$ cat config.mk
export PLATFORM = sky130hd
export DESIGN_NAME = dcache_ctrl_fsm_flat
export DESIGN_NICKNAME = d
export VERILOG_FILES = /design/src/rtl/riscv_cache_pkg.sv /design/src/rtl/dcache_ctrl_fsm_if.sv /design/src/rtl/dcache_perf_cnt.sv /design/src/rtl/dcache_ctrl_fsm.sv /design/src/flat_wrapper.sv
export SDC_FILE = /design/constraint.sdc
export NUM_CORES = 1
export LEC_CHECK = 0
export BUFFER_PORTS_ARGS = -buffer_cell sky130_fd_sc_hd__buf_2
export CORE_MARGIN = 2
export CORE_UTILIZATION = 50
export DETAILED_ROUTE_END_ITERATION = 8
export PLACE_DENSITY = 0.73
export SYNTH_ARGS = -nofsm -noshare
export SYNTH_HDL_FRONTEND = slang
export SYNTH_SLANG_ARGS = --single-unit
$ cat constraint.sdc
create_clock -name clk -period 2.45 [get_ports clk]
set_input_delay 0.3675 -clock clk [delete_from_list [all_inputs] [get_ports clk]]
set_output_delay 0.3675 -clock clk [all_outputs]
set_load 0.05 [all_outputs]
$ cat src/rtl/riscv_cache_pkg.sv
// Shared types and geometry for the L1 data-cache controller.
package riscv_cache_pkg;

    typedef enum logic [1:0] {
        IDLE       = 2'd0,
        WRITE_BACK = 2'd1,
        ALLOCATE   = 2'd2
    } cache_state_t;

    typedef enum logic [1:0] {
        SB = 2'b00,
        SH = 2'b01,
        SW = 2'b10,
        SD = 2'b11
    } storesrc_t;

    localparam int INDEX       = 12;
    localparam int DWIDTH      = 128;
    localparam int CACHE_DEPTH = 4096;
    localparam int BYTE_OFFSET = 4;

    // States in which a memory transfer is outstanding.
    function automatic logic waits_on_mem(input logic [1:0] st);
        return (st == WRITE_BACK) || (st == ALLOCATE);
    endfunction

endpackage

$ cat src/rtl/dcache_ctrl_fsm_if.sv
// Pipeline, tag-array, data-array and memory-bus signals of the miss controller.
interface dcache_ctrl_fsm_if;
    logic cpu_rden;
    logic cpu_wren;
    logic tag_hit;
    logic tag_dirty;
    logic mem_ready;
    logic stall;
    logic data_wren;
    logic data_rden;
    logic data_mem_in;
    logic tag_wren;
    logic tag_dirty_set;
    logic mem_rden;
    logic mem_wren;
    logic victim_addr_sel;
    logic bus_err;

    modport master (
        input  cpu_rden, cpu_wren, tag_hit, tag_dirty, mem_ready,
        output stall, data_wren, data_rden, data_mem_in, tag_wren,
               tag_dirty_set, mem_rden, mem_wren, victim_addr_sel, bus_err
    );

    modport slave (
        output cpu_rden, cpu_wren, tag_hit, tag_dirty, mem_ready,
        input  stall, data_wren, data_rden, data_mem_in, tag_wren,
               tag_dirty_set, mem_rden, mem_wren, victim_addr_sel, bus_err
    );
endinterface

$ cat src/rtl/dcache_perf_cnt.sv
// Free-running hit/miss event counters; both wrap at 2^32.
module dcache_perf_cnt
    import riscv_cache_pkg::*;
(
    input  logic        clk,
    input  logic        rst,
    input  logic        hit_i,
    input  logic        miss_i,
    output logic [31:0] hits_o,
    output logic [31:0] misses_o
);
    logic [31:0] hits_q, hits_d;
    logic [31:0] misses_q, misses_d;

    // Next counter values.
    always_comb begin
        hits_d   = hits_q;
        misses_d = misses_q;
        if (hit_i) begin
            hits_d = hits_q + 32'd1;
        end else begin
            hits_d = hits_q;
        end
        if (miss_i) begin
            misses_d = misses_q + 32'd1;
        end else begin
            misses_d = misses_q;
        end
    end

    // Counter registers.
    always_ff @(posedge clk or posedge rst) begin
        if (rst) begin
            hits_q   <= 32'd0;
            misses_q <= 32'd0;
        end else begin
            hits_q   <= hits_d;
            misses_q <= misses_d;
        end
    end

    assign hits_o   = hits_q;
    assign misses_o = misses_q;
endmodule

$ cat src/rtl/dcache_ctrl_fsm.sv
// Write-back / write-allocate miss controller for the direct-mapped L1 D-cache.
// Optional hit/miss counters are built when DCACHE_PERF_CNT_EN is defined.
module dcache_ctrl_fsm
    import riscv_cache_pkg::*;
#(
    parameter int unsigned MEM_WAIT_MAX = 255
) (
    input  logic               clk,
    input  logic               rst,
    dcache_ctrl_fsm_if.master  bus
`ifdef DCACHE_PERF_CNT_EN
    ,
    output logic [31:0]        perf_hits,
    output logic [31:0]        perf_misses
`endif
);
    localparam logic [1:0] S_IDLE = IDLE;
    localparam logic [1:0] S_WB   = WRITE_BACK;
    localparam logic [1:0] S_AL   = ALLOCATE;
    localparam logic [7:0] WD_MAX = 8'(MEM_WAIT_MAX);
    localparam logic [7:0] WD_PRE = 8'(MEM_WAIT_MAX) - 8'd1;

    logic [1:0] state_q, state_d;
    logic [7:0] wd_q, wd_d;
    logic       req_s;
    logic       stall_s, data_wren_s, data_rden_s, data_mem_in_s;
    logic       tag_wren_s, tag_dirty_set_s, mem_rden_s, mem_wren_s;
    logic       victim_sel_s, bus_err_s;

    assign req_s = bus.cpu_rden | bus.cpu_wren;

    // Next-state, watchdog and array/bus control decode.
    always_comb begin
        state_d         = state_q;
        wd_d            = 8'd0;
        stall_s         = 1'b0;
        data_wren_s     = 1'b0;
        data_rden_s     = 1'b0;
        data_mem_in_s   = 1'b0;
        tag_wren_s      = 1'b0;
        tag_dirty_set_s = 1'b0;
        mem_rden_s      = 1'b0;
        mem_wren_s      = 1'b0;
        victim_sel_s    = 1'b0;
        bus_err_s       = 1'b0;
        case (state_q)
            S_IDLE: begin
                if (req_s && bus.tag_hit) begin
                    // A store wins over a simultaneous load and merges its bytes here.
                    if (bus.cpu_wren) begin
                        data_wren_s     = 1'b1;
                        tag_wren_s      = 1'b1;
                        tag_dirty_set_s = 1'b1;
                    end else begin
                        data_wren_s     = 1'b0;
                    end
                end else if (req_s) begin
                    stall_s = 1'b1;
                    state_d = bus.tag_dirty ? S_WB : S_AL;
                end else begin
                    state_d = S_IDLE;
                end
            end
            S_WB: begin
                stall_s      = 1'b1;
                mem_wren_s   = 1'b1;
                data_rden_s  = 1'b1;
                victim_sel_s = 1'b1;
                if (bus.mem_ready) begin
                    state_d = S_AL;
                end else begin
                    wd_d      = (wd_q == WD_MAX) ? wd_q : wd_q + 8'd1;
                    bus_err_s = (wd_q == WD_PRE);
                end
            end
            S_AL: begin
                stall_s    = 1'b1;
                mem_rden_s = 1'b1;
                if (bus.mem_ready) begin
                    data_wren_s   = 1'b1;
                    data_mem_in_s = 1'b1;
                    tag_wren_s    = 1'b1;
                    state_d       = S_IDLE;
                end else begin
                    wd_d      = (wd_q == WD_MAX) ? wd_q : wd_q + 8'd1;
                    bus_err_s = (wd_q == WD_PRE);
                end
            end
            default: begin
                state_d = S_IDLE;
            end
        endcase
    end

    // State and watchdog registers.
    always_ff @(posedge clk or posedge rst) begin
        if (rst) begin
            state_q <= S_IDLE;
            wd_q    <= 8'd0;
        end else begin
            state_q <= state_d;
            wd_q    <= wd_d;
        end
    end

    // Reset masks the combinational outputs so a withdrawn request drops at once.
    assign bus.stall           = stall_s         & ~rst;
    assign bus.data_wren       = data_wren_s     & ~rst;
    assign bus.data_rden       = data_rden_s     & ~rst;
    assign bus.data_mem_in     = data_mem_in_s   & ~rst;
    assign bus.tag_wren        = tag_wren_s      & ~rst;
    assign bus.tag_dirty_set   = tag_dirty_set_s & ~rst;
    assign bus.mem_rden        = mem_rden_s      & ~rst;
    assign bus.mem_wren        = mem_wren_s      & ~rst;
    assign bus.victim_addr_sel = victim_sel_s    & ~rst;
    assign bus.bus_err         = bus_err_s & waits_on_mem(state_q) & ~rst;

`ifdef DCACHE_PERF_CNT_EN
    logic hit_evt_s, miss_evt_s;
    assign hit_evt_s  = (state_q == S_IDLE) & req_s & bus.tag_hit;
    assign miss_evt_s = (state_q == S_IDLE) & req_s & ~bus.tag_hit;

    dcache_perf_cnt u_perf_cnt (
        .clk      (clk),
        .rst      (rst),
        .hit_i    (hit_evt_s),
        .miss_i   (miss_evt_s),
        .hits_o   (perf_hits),
        .misses_o (perf_misses)
    );
`endif
endmodule

$ cat src/flat_wrapper.sv
// flat-port wrapper written by rule: the top's interface ports become plain ports
module dcache_ctrl_fsm_flat import riscv_cache_pkg::*;
#(
    parameter int unsigned MEM_WAIT_MAX = 255
)
  (clk, rst, bus_cpu_rden, bus_cpu_wren, bus_tag_hit, bus_tag_dirty, bus_mem_ready, bus_stall, bus_data_wren, bus_data_rden, bus_data_mem_in, bus_tag_wren, bus_tag_dirty_set, bus_mem_rden, bus_mem_wren, bus_victim_addr_sel, bus_bus_err);
  dcache_ctrl_fsm_if bus_i ();
  input  logic clk;
  input  logic rst;
  input wire logic [$bits(bus_i.cpu_rden)-1:0] bus_cpu_rden;
  input wire logic [$bits(bus_i.cpu_wren)-1:0] bus_cpu_wren;
  input wire logic [$bits(bus_i.tag_hit)-1:0] bus_tag_hit;
  input wire logic [$bits(bus_i.tag_dirty)-1:0] bus_tag_dirty;
  input wire logic [$bits(bus_i.mem_ready)-1:0] bus_mem_ready;
  output wire logic [$bits(bus_i.stall)-1:0] bus_stall;
  output wire logic [$bits(bus_i.data_wren)-1:0] bus_data_wren;
  output wire logic [$bits(bus_i.data_rden)-1:0] bus_data_rden;
  output wire logic [$bits(bus_i.data_mem_in)-1:0] bus_data_mem_in;
  output wire logic [$bits(bus_i.tag_wren)-1:0] bus_tag_wren;
  output wire logic [$bits(bus_i.tag_dirty_set)-1:0] bus_tag_dirty_set;
  output wire logic [$bits(bus_i.mem_rden)-1:0] bus_mem_rden;
  output wire logic [$bits(bus_i.mem_wren)-1:0] bus_mem_wren;
  output wire logic [$bits(bus_i.victim_addr_sel)-1:0] bus_victim_addr_sel;
  output wire logic [$bits(bus_i.bus_err)-1:0] bus_bus_err;
  assign bus_i.cpu_rden = bus_cpu_rden;
  assign bus_i.cpu_wren = bus_cpu_wren;
  assign bus_i.tag_hit = bus_tag_hit;
  assign bus_i.tag_dirty = bus_tag_dirty;
  assign bus_i.mem_ready = bus_mem_ready;
  assign bus_stall = bus_i.stall;
  assign bus_data_wren = bus_i.data_wren;
  assign bus_data_rden = bus_i.data_rden;
  assign bus_data_mem_in = bus_i.data_mem_in;
  assign bus_tag_wren = bus_i.tag_wren;
  assign bus_tag_dirty_set = bus_i.tag_dirty_set;
  assign bus_mem_rden = bus_i.mem_rden;
  assign bus_mem_wren = bus_i.mem_wren;
  assign bus_victim_addr_sel = bus_i.victim_addr_sel;
  assign bus_bus_err = bus_i.bus_err;
  dcache_ctrl_fsm #(.MEM_WAIT_MAX(MEM_WAIT_MAX)) u_core (.clk(clk), .rst(rst), .bus(bus_i));
endmodule
==> results of run 1 <==
[cells in the mapped netlist, types with 2 or more instances]
library cell and instances:
a21oi_1 5, and4_4 2, buf_4 3, dfrtp_1 10, ha_1 6, inv_1 5
nand2_1 4, nand3_1 2, nand4_1 3, nor2b_1 5, nor3_1 2
[stage by stage]
step | hold slack [ps] | utilization, % | instances
after floorplan | 213.0 | - | 72
final | 140.0 | 63.15 | 104
after global placement | 447.2 | 60.21 | 100
after detailed placement | 442.1 | 60.21 | 100
after global routing | 182.8 | 63.15 | 104
after CTS | 149.4 | 62.96 | 104
[metal layers]
layer | GRT usage (%) | wire length [um] | up-vias
li1 | - | - | 300
met1 | 25.55 | 694 | 257
met2 | 24.69 | 573 | 8
met3 | 7.826 | 48 | 2
met4 | 3.871 | 6 | 0
met5 | 0 | 0 | -
[power groups by stage]
stage          Sequential (W)  Clock [W]  Combinational (W)
6_report             0.000215   0.000146           0.000348
5_1_grt              0.000221   0.000161           0.000375
4_1_cts              0.000215   0.000152           0.000346
3_5_place_dp         0.000219          0           0.000344
3_3_place_gp         0.000217          0           0.000342
2_1_floorplan        0.000213          0           0.000288
[placed cells by master (no fill, tap or decap), types with 2 or more instances in the layout]
cell      instances
buf_2            16
dfrtp_1          10
ha_1              6
inv_1             5
a21oi_1           5
nand2_1           4
nand4_1           3
nor2b_1           3
clkbuf_4          3
and4_4            2
nand3_1           2
nor3_1            2
[worst min-delay path by stage]
stage | cells after the start | to | slack, ps
finish | 2 | u_core.wd_q[5] | 140
global route | 2 | u_core.wd_q[5] | 180
floorplan | 1 | u_core.state_q[0] | 210
global placement | 2 | u_core.wd_q[3] | 450
CTS | 2 | u_core.wd_q[5] | 150
detailed placement | 2 | u_core.wd_q[5] | 440
[critical path: stages (launching register included)]
cell,delay (ps)
dfrtp_1,380
inv_1,90
ha_1,330
nor2b_2,230
nand4_1,140
nor3b_2,160
buf_2,270
[logic make-up after synthesis]
| kind of cell | Yosys count | share of synthesized area [%] |
|---|---|---|
| simple gates | 29 | 27.21 |
| xor+xnor | 1 | 1.237 |
| compound gates | 17 | 18.38 |
| mux | 1 | 1.413 |
| buf+inv | 8 | 5.830 |
| fa+ha+maj | 6 | 10.60 |
| flops | 10 | 35.34 |
[repair_timing]
action | in CTS | in global routing
endpoints found under the setup margin | 0 | 1
setup buffers | 0 | 0
resized for setup | 0 | 1
[final cells by class]
cell class              instances  area, sq um
inverters                       5        18.77
clock buffers                   4        36.28
multi-input cells              54        427.9
well taps                      15        18.77
repair buffers                 16        80.08
flip-flops and latches         10        250.2
fillers                       112        485.5
[sequential cells by signal, indices dropped and copies added, names as in the netlist]
register        flops
u_core.wd_q         8
u_core.state_q      2
==> results_dict.tcl, run 1 <==
set metrics [dict create \
    status "finished clean" \
    fin_crit_sh_pct 90.69 \
    num_rows 13 \
    clock_sinks 10 \
    slew_viol_final 0 \
    start_util_pct 53.75 \
    swShare_pct 43.70 \
    period_needed_ps 2222 \
    cts_made_buffers 3 \
    crit_end "bus_bus_err" \
    max_freq_mhz 450.1 \
    synth.yosys.seq_area_share_pct 35.34 \
    routabilityCongestion 0.8245 \
    p_total_w 0.0007091 \
    final_nets 103 \
    required_ps 2080 \
    grt_max_degree 12 \
    power_density_nw_per_um2 852.2 \
    grt_overflow 0 \
    synth_edf_count 0 \
    cp_max_fo 5 \
    placeableCoreArea_sq_um 1318 \
    placement.cell_area_sq_um 793.3 \
    wl_mm 1.322 \
    clock_path_buffers 2 \
    synthCells 72 \
    p_clk_share_pct 20.6 \
    synth_nets 85 \
    crit_arrival_ps 1850 \
    diodes 0 \
    die_area_sq_um 1733 \
    post_drt_wl_per_cell_um 12.71 \
    syn_area_per_cell_sq_um 9.836 \
    syn_area_sq_um 708.2 \
    endpoint_kind "primary output" \
    reg2reg_from "u_core.state_q[0]" \
    root_buffer "clkbuf_4" \
    drc 0 \
    clkSlewWorstSetupHoldPaths_ps 70 \
    final_cell_area_sq_um 832.0 \
    rsz0062_at_grt "no" \
    clock_latency_ps 260 \
    grt_pass1_vias 530 \
    rrSetupSlack_ps 990 \
    htreeDepth 1 \
    hold_viol 0 \
    antenna_found_initial 0 \
    postCtsHoldBufs 0 \
    track_usage_pct 17.83 \
    place_ws_ps 425.8 \
    ys.flop_type "dfrtp_1" \
    drtPass1Iterations 4 \
    worst_slew_pin_slew_ps 408.2 \
    ys_seq_elements 10 \
    ant_nets 0 \
    r2r-end "u_core.wd_q[5]" \
    cp-startpoint "u_core.state_q[0]" \
    synth_top_cell_by_area "dfrtp_1" \
    critPathKind "reg2out" \
    synth.distinct_cells 36 \
    vias 567 \
    synth_top_area_share_pct 35.34 \
    grt_pass1_wl_mm 2.366 \
    start_kind "flip-flop" \
    post-dp-hpwl_mm 1.061 \
    p_leak_nw 0.4204 \
    min_path_type "in2async" \
    drt_iter0_drc 10 \
    layout_setup_ws_ps 228.0 \
    die_y_um 41.64 \
    numPortBuffers 16 \
    ys_warn_count 0 \
    setup_tns_ps 0 \
    synthToLayoutAreaGrowth_pct 17.49 \
    drive_above_1_share_pct 37.08 \
    vias_per_cell 5.452 \
    synth_top_cells_by_area "dfrtp_1, ha_1, nor2b_1" \
    seqPwrFrac_pct 30.3 \
    worst_ir_drop_vdd_v 0.0004834 \
    combPwrFrac_pct 49.0 \
    pin_count 17 \
    die_x_um 41.64 \
    intPower_w 0.0003992 \
    r2r_cells 5 \
    cts_tree "built" \
    skew_ps 6.143 \
    synthArstFlopShare_pct 100.0 \
    power.switching_w 0.0003099 \
    maxCapViolCount 0 \
    max_slew_margin_pct 72.76 \
    setup_violations 0 \
]
Note: power is estimated with default switching activity, not from simulation.
==> inputs of run 2 (changes only) <==
--- a/config.mk
+++ b/config.mk
@@ -7,9 +7,10 @@
 export LEC_CHECK = 0
 export BUFFER_PORTS_ARGS = -buffer_cell sky130_fd_sc_hd__buf_2
 export CORE_MARGIN = 2
-export CORE_UTILIZATION = 50
+export CORE_UTILIZATION = 46
 export DETAILED_ROUTE_END_ITERATION = 8
-export PLACE_DENSITY = 0.73
+export PLACE_DENSITY = 0.71
+export REMOVE_ABC_BUFFERS = 1
 export SYNTH_ARGS = -nofsm -noshare
 export SYNTH_HDL_FRONTEND = slang
 export SYNTH_SLANG_ARGS = --single-unit
==> constraint.sdc (replaced) <==
create_clock -name clk -period 1.9 [get_ports clk]
set_input_delay 0.285 -clock clk [delete_from_list [all_inputs] [get_ports clk]]
set_output_delay 0.285 -clock clk [all_outputs]
set_load 0.05 [all_outputs]
==> run 2 against run 1 <==
Against the previous run:
- the flow now finishes with violations (negative setup slack)
- final area is 6.9% higher
- die area is 7.8% higher
- clock-buffer cell count is 1 lower
- register-to-register slack worse by 520 ps
- utilization is 2.7 points lower
- non-clock buffer count is 4 higher
- cell count is 3.8% higher
- global-route usage is 0.15 points lower
- sequential share of layout area is 1.9 points lower
- via count is 3.9% higher
- sequential power is 27% higher
- highest routed layer unchanged
==> results_dict.tcl, run 2 (synthesis gave the netlist of run 1 again) <==
set metrics [dict create \
    placeableCoreArea_sq_um 1471 \
    grt_pass1_wl_mm 2.456 \
    ant_nets 0 \
    wl_mm 1.452 \
    htreeDepth 1 \
    post-dp-hpwl_mm 1.061 \
    rsz0062_at_grt "yes" \
    regArea_sq_um 250.2 \
    crit_chain "inv_2 -> ha_4 -> nor2b_4 -> nand4_1 -> nor3b_2 -> buf_6" \
    diodes 0 \
    grt_pass1_vias 547 \
    cts_tree "built" \
    cp_max_fo 3 \
    maxCapViolCount 0 \
    skew_ps 3.463 \
    numPortBuffers 16 \
    final_nets 107 \
    drt_iter0_drc 3 \
    slew_viol_final 0 \
    required_ps 1620 \
    placement.cell_area_sq_um 800.8 \
    violations "negative setup slack" \
    grt_max_degree 11 \
    grt_overflow 0 \
    final_cell_area_sq_um 889.6 \
    cpLargestDelayFamily "simple AND/OR/NAND/NOR gates" \
    drive_above_1_share_pct 40.22 \
    crit_buf_inv 2 \
    antenna_found_initial 0 \
    fill_cells 134 \
    synthToLayoutAreaGrowth_pct 25.62 \
    routabilityCongestion 0.8215 \
    layout_setup_ws_ps -9.495 \
    post_drt_wl_per_cell_um 13.44 \
    vias 589 \
    die_y_um 43.24 \
    place_ws_ps 120.0 \
    fin_crit_sh_pct 100.5 \
    die_x_um 43.24 \
    cts_made_buffers 3 \
    clkSlewWorstSetupHoldPaths_ps 70 \
    start_kind "flip-flop" \
    largest_reg_flops 8 \
    max_freq_mhz 523.7 \
    min_path_type "in2async" \
    period_needed_ps 1909 \
    layout_commonest_cell "buf_2" \
    r2r-end "u_core.state_q[1]" \
    setup_violations 1 \
    place_inst 103 \
    power_density_nw_per_um2 1103 \
    layoutNonFillerInstCount 108 \
    multi_input_comb_area_sq_um 439.2 \
    pin_count 17 \
    p_leak_nw 0.4373 \
    num_rows 14 \
    reg2reg_from "u_core.state_q[0]" \
    hold_viol 0 \
    status "complete, but fails checks" \
    endpoint_kind "primary output" \
    rrSetupSlack_ps 470 \
    start_util_pct 48.13 \
    r2r_cells 4 \
    root_buffer "clkbuf_4" \
    die_area_sq_um 1869 \
    slowest_stage "dfrtp_1" \
    clock_latency_ps 260 \
    critPathKind "reg2out" \
    max_slew_margin_pct 82.76 \
    drtPass1Iterations 2 \
    layout_common_cells "buf_2, dfrtp_1, a21oi_1, ha_1, buf_4" \
    worst_slew_pin_slew_ps 255.2 \
    worst_ir_drop_vdd_v 0.0006802 \
    clock_sinks 10 \
    crit_path_max_incr_delay_ps 380 \
    track_usage_pct 17.69 \
    crit_arrival_ps 1620 \
    vias_per_cell 5.454 \
    drc 0 \
    largestRegisters "u_core.wd_q x8, u_core.state_q x2" \
    clock_path_buffers 2 \
    top_register "u_core.wd_q" \
]
run 2: cell type report:
cell class                      count  area share [%]
Timing Repair Buffer               20           15.61
Inverter                            5           2.110
Clock buffer                        3           2.532
Multi-Input combinational cell     54           49.37
Tap cell                           16           2.250
Sequential cell                    10           28.13
run 2: stage by stage:
stage / utilization, % / hold WS, ps / TNS [ps] / total power, W
floorplan: - / 130.5 / -5449 / 0.0006199
global placement: 54.42 / 342.2 / 0 / 0.0007251
detailed placement: 54.42 / 344.9 / 0 / 0.0007311
CTS: 60.29 / 72.25 / 0 / 0.0009699
global route: 60.46 / 104.9 / -216.2 / 0.001043
finish: 60.46 / 63.02 / -9.495 / 0.0009813
run 2: routing by layer:
layer	share of wire, %	global-route usage, %
met1	45	21.75
met2	52	29.85
met3	1.3	4.681
met4	1.5	5.455
met5	0	0
run 2: worst register-to-register path: cells and delay by family, from the launching register on:
family	cells	cell delay (ps)
buffers and inverters	1	140
flip-flops	1	390
AO/OA/AOI/OAI	2	560
adder cells (fa/ha/maj)	1	220
run 2: worst max path at each step:
stage                      start       endpoint  slack (ps)  cells past startpoint
2_1_floorplan  u_core.state_q[1]  bus_data_rden       -1010                      3
3_3_place_gp   u_core.state_q[1]    bus_bus_err         150                      6
3_5_place_dp   u_core.state_q[0]    bus_bus_err         120                      6
4_1_cts        u_core.state_q[1]    bus_bus_err           6                      6
5_1_grt        u_core.state_q[1]    bus_bus_err        -130                      6
6_report       u_core.state_q[1]    bus_bus_err          -9                      6
run 2: repair_timing:
action / CTS / global route
hold buffers: 0 / 0
hold endpoints to repair: 0 / 0
pin swaps: 1 / 3
resized for setup: 14 / 2
setup buffers: 2 / 0
setup endpoints to repair: 4 / 4
gates cloned: 0 / 0
run 2: power by group:
group | internal (W) | switching [W] | leakage, nW
combinational | 0.000236 | 0.000325 | 0.287
sequential | 0.000243 | 0.0000308 | 0.137
clock | 0.0000730 | 0.0000729 | 0.0138
==> inputs of run 3 (changes only) <==
--- a/config.mk
+++ b/config.mk
@@ -7,9 +7,10 @@
 export LEC_CHECK = 0
 export BUFFER_PORTS_ARGS = -buffer_cell sky130_fd_sc_hd__buf_2
 export CORE_MARGIN = 2
-export CORE_UTILIZATION = 46
+export CORE_UTILIZATION = 40
+export CTS_BUF_LIST = sky130_fd_sc_hd__clkbuf_8
 export DETAILED_ROUTE_END_ITERATION = 8
-export PLACE_DENSITY = 0.71
+export PLACE_DENSITY = 0.63
 export REMOVE_ABC_BUFFERS = 1
 export SYNTH_ARGS = -nofsm -noshare
 export SYNTH_HDL_FRONTEND = slang
==> run 3 against run 2 <==
Against the previous run:
- die area up 14%
- power up 10%
- the flow now finishes without violations
- non-clock buffer count up 3
==> results_dict.tcl, run 3 (synthesis gave the netlist of run 1 again) <==
set metrics [dict create \
    power_density_nw_per_um2 1160 \
    max_slew_margin_pct 80.62 \
    die_area_sq_um 2123 \
    drc 0 \
    p_leak_nw 0.4593 \
    rrSetupSlack_ps 430 \
    drt_iter0_drc 8 \
    top_register "u_core.wd_q" \
    layoutNonFillerInstCount 112 \
    placeableCoreArea_sq_um 1689 \
    place_inst 105 \
    required_ps 1620 \
    drive_above_1_share_pct 42.11 \
    crit_arrival_ps 1570 \
    utilization_pct 55.19 \
    root_buffer "clkbuf_8" \
    max_freq_mhz 538.5 \
    status "finished clean" \
    clkSlewWorstSetupHoldPaths_ps 40 \
    post-dp-hpwl_mm 1.096 \
    start_kind "flip-flop" \
    numPortBuffers 16 \
    rsz0062_at_grt "yes" \
    grt_pass1_wl_mm 2.311 \
    largest_reg_flops 8 \
    antenna_found_initial 0 \
    min_path_type "in2async" \
    layout_setup_ws_ps 42.84 \
    synthToLayoutAreaGrowth_pct 31.63 \
    worst_slew_pin_slew_ps 286.9 \
    postCtsHoldBufs 0 \
    vias_per_cell 5.464 \
    fin_crit_sh_pct 97.75 \
    maxCapViolCount 0 \
    wl_mm 1.451 \
    endpoint_kind "primary output" \
    grt_overflow 0 \
    met3_usage_pct 7.059 \
    clock_latency_ps 230 \
    skew_ps 1.340 \
    htreeDepth 1 \
    routabilityCongestion 0.7689 \
    ant_nets 0 \
    grtUsageMet2_pct 20.83 \
    post_drt_wl_per_cell_um 12.96 \
    final_nets 110 \
    slew_viol_final 0 \
    cts_tree "built" \
    vias 612 \
    place_ws_ps 105.4 \
    grt_pass1_vias 526 \
    num_rows 15 \
    critPathKind "reg2out" \
    cp_max_fo 3 \
    clock_path_buffers 2 \
    pin_count 17 \
    layout_commonest_cell "buf_2" \
    die_x_um 46.08 \
    drtPass1Iterations 4 \
    start_util_pct 41.93 \
    use_met1_pct 21.77 \
    track_usage_pct 15.69 \
    period_needed_ps 1857 \
    top_usage_layer "met1" \
    largestRegisters "u_core.wd_q x8, u_core.state_q x2" \
    layout_common_cells "buf_2, dfrtp_1, buf_4" \
    grt_max_degree 11 \
    hold_viol 0 \
    die_y_um 46.08 \
    p_total_w 0.001081 \
    setup_tns_ps 0 \
    diodes 0 \
    worst_ir_drop_vdd_v 0.0007437 \
    cts_made_buffers 3 \
    clock_sinks 10 \
    setup_violations 0 \
]
-- run 3: cell types whose count changed in the layout (fill, tap and decap cells not counted) --
| cell | change |
|---|---|
| buf_4 | +3 |
| clkbuf_4 | -3 |
| clkbuf_8 | +3 |
-- run 3: power breakdown --
part | total [W] | internal (W) | leakage (nW) | switching (W)
Sequential | 0.000278 | 0.000244 | 0.137 | 0.0000337
Combinational | 0.000589 | 0.000261 | 0.301 | 0.000328
Clock | 0.000214 | 0.000138 | 0.0216 | 0.0000757
-- run 3: final timing paths --
kind | from | endpoint | cells past startpoint
worst max-delay path | u_core.state_q[1] | bus_bus_err | 6
worst min-delay path | rst | u_core.wd_q[1] | 3
worst max register to register | u_core.state_q[1] | u_core.wd_q[5] | 7
worst min register to register | u_core.wd_q[6] | u_core.wd_q[6] | 1
max in group asynchronous | rst | u_core.state_q[1] | 3
min in group clk | bus_tag_hit | u_core.state_q[0] | 4
-- run 3: cell type report --
type                            instances  area (sq um)
Tap cell                               17         21.27
Timing Repair Buffer                   23         161.4
Sequential cell                        10         250.2
Clock buffer                            3         41.29
Multi-Input combinational cell         54         439.2
Fill cell                             155         757.0
Inverter                                5         18.77
-- run 3: worst max-delay path, cell delays in order, from the launching register on --
cell and delay [ps]:
dfrtp_1 380, inv_2 70, ha_4 270, nor2b_4 130
nand4_1 110, nor3b_2 200, buf_6 180
-- run 3: what timing repair did --
action,4_1_cts,5_1_grt
buffers inserted,2,2
gates resized for setup,14,2
setup endpoints to repair,3,4
cloned,0,0
endpoints found under the hold margin,0,0
pin swaps,1,2
-- run 3: per-stage QoR --
stage	cell area (sq um)	hold slack, ps
after CTS	914.6	92.72
final	932.1	88.72
after floorplan	685.7	130.5
after global placement	809.5	339.0
after global routing	932.1	121.5
after detailed placement	809.5	341.2
-- run 3: per-layer routing --
metal | routed length [um] | share of wire [%]
met3 | 49 | 3.4
met4 | 8 | 0.55
met1 | 680 | 47
met5 | 0 | 0
met2 | 712 | 49
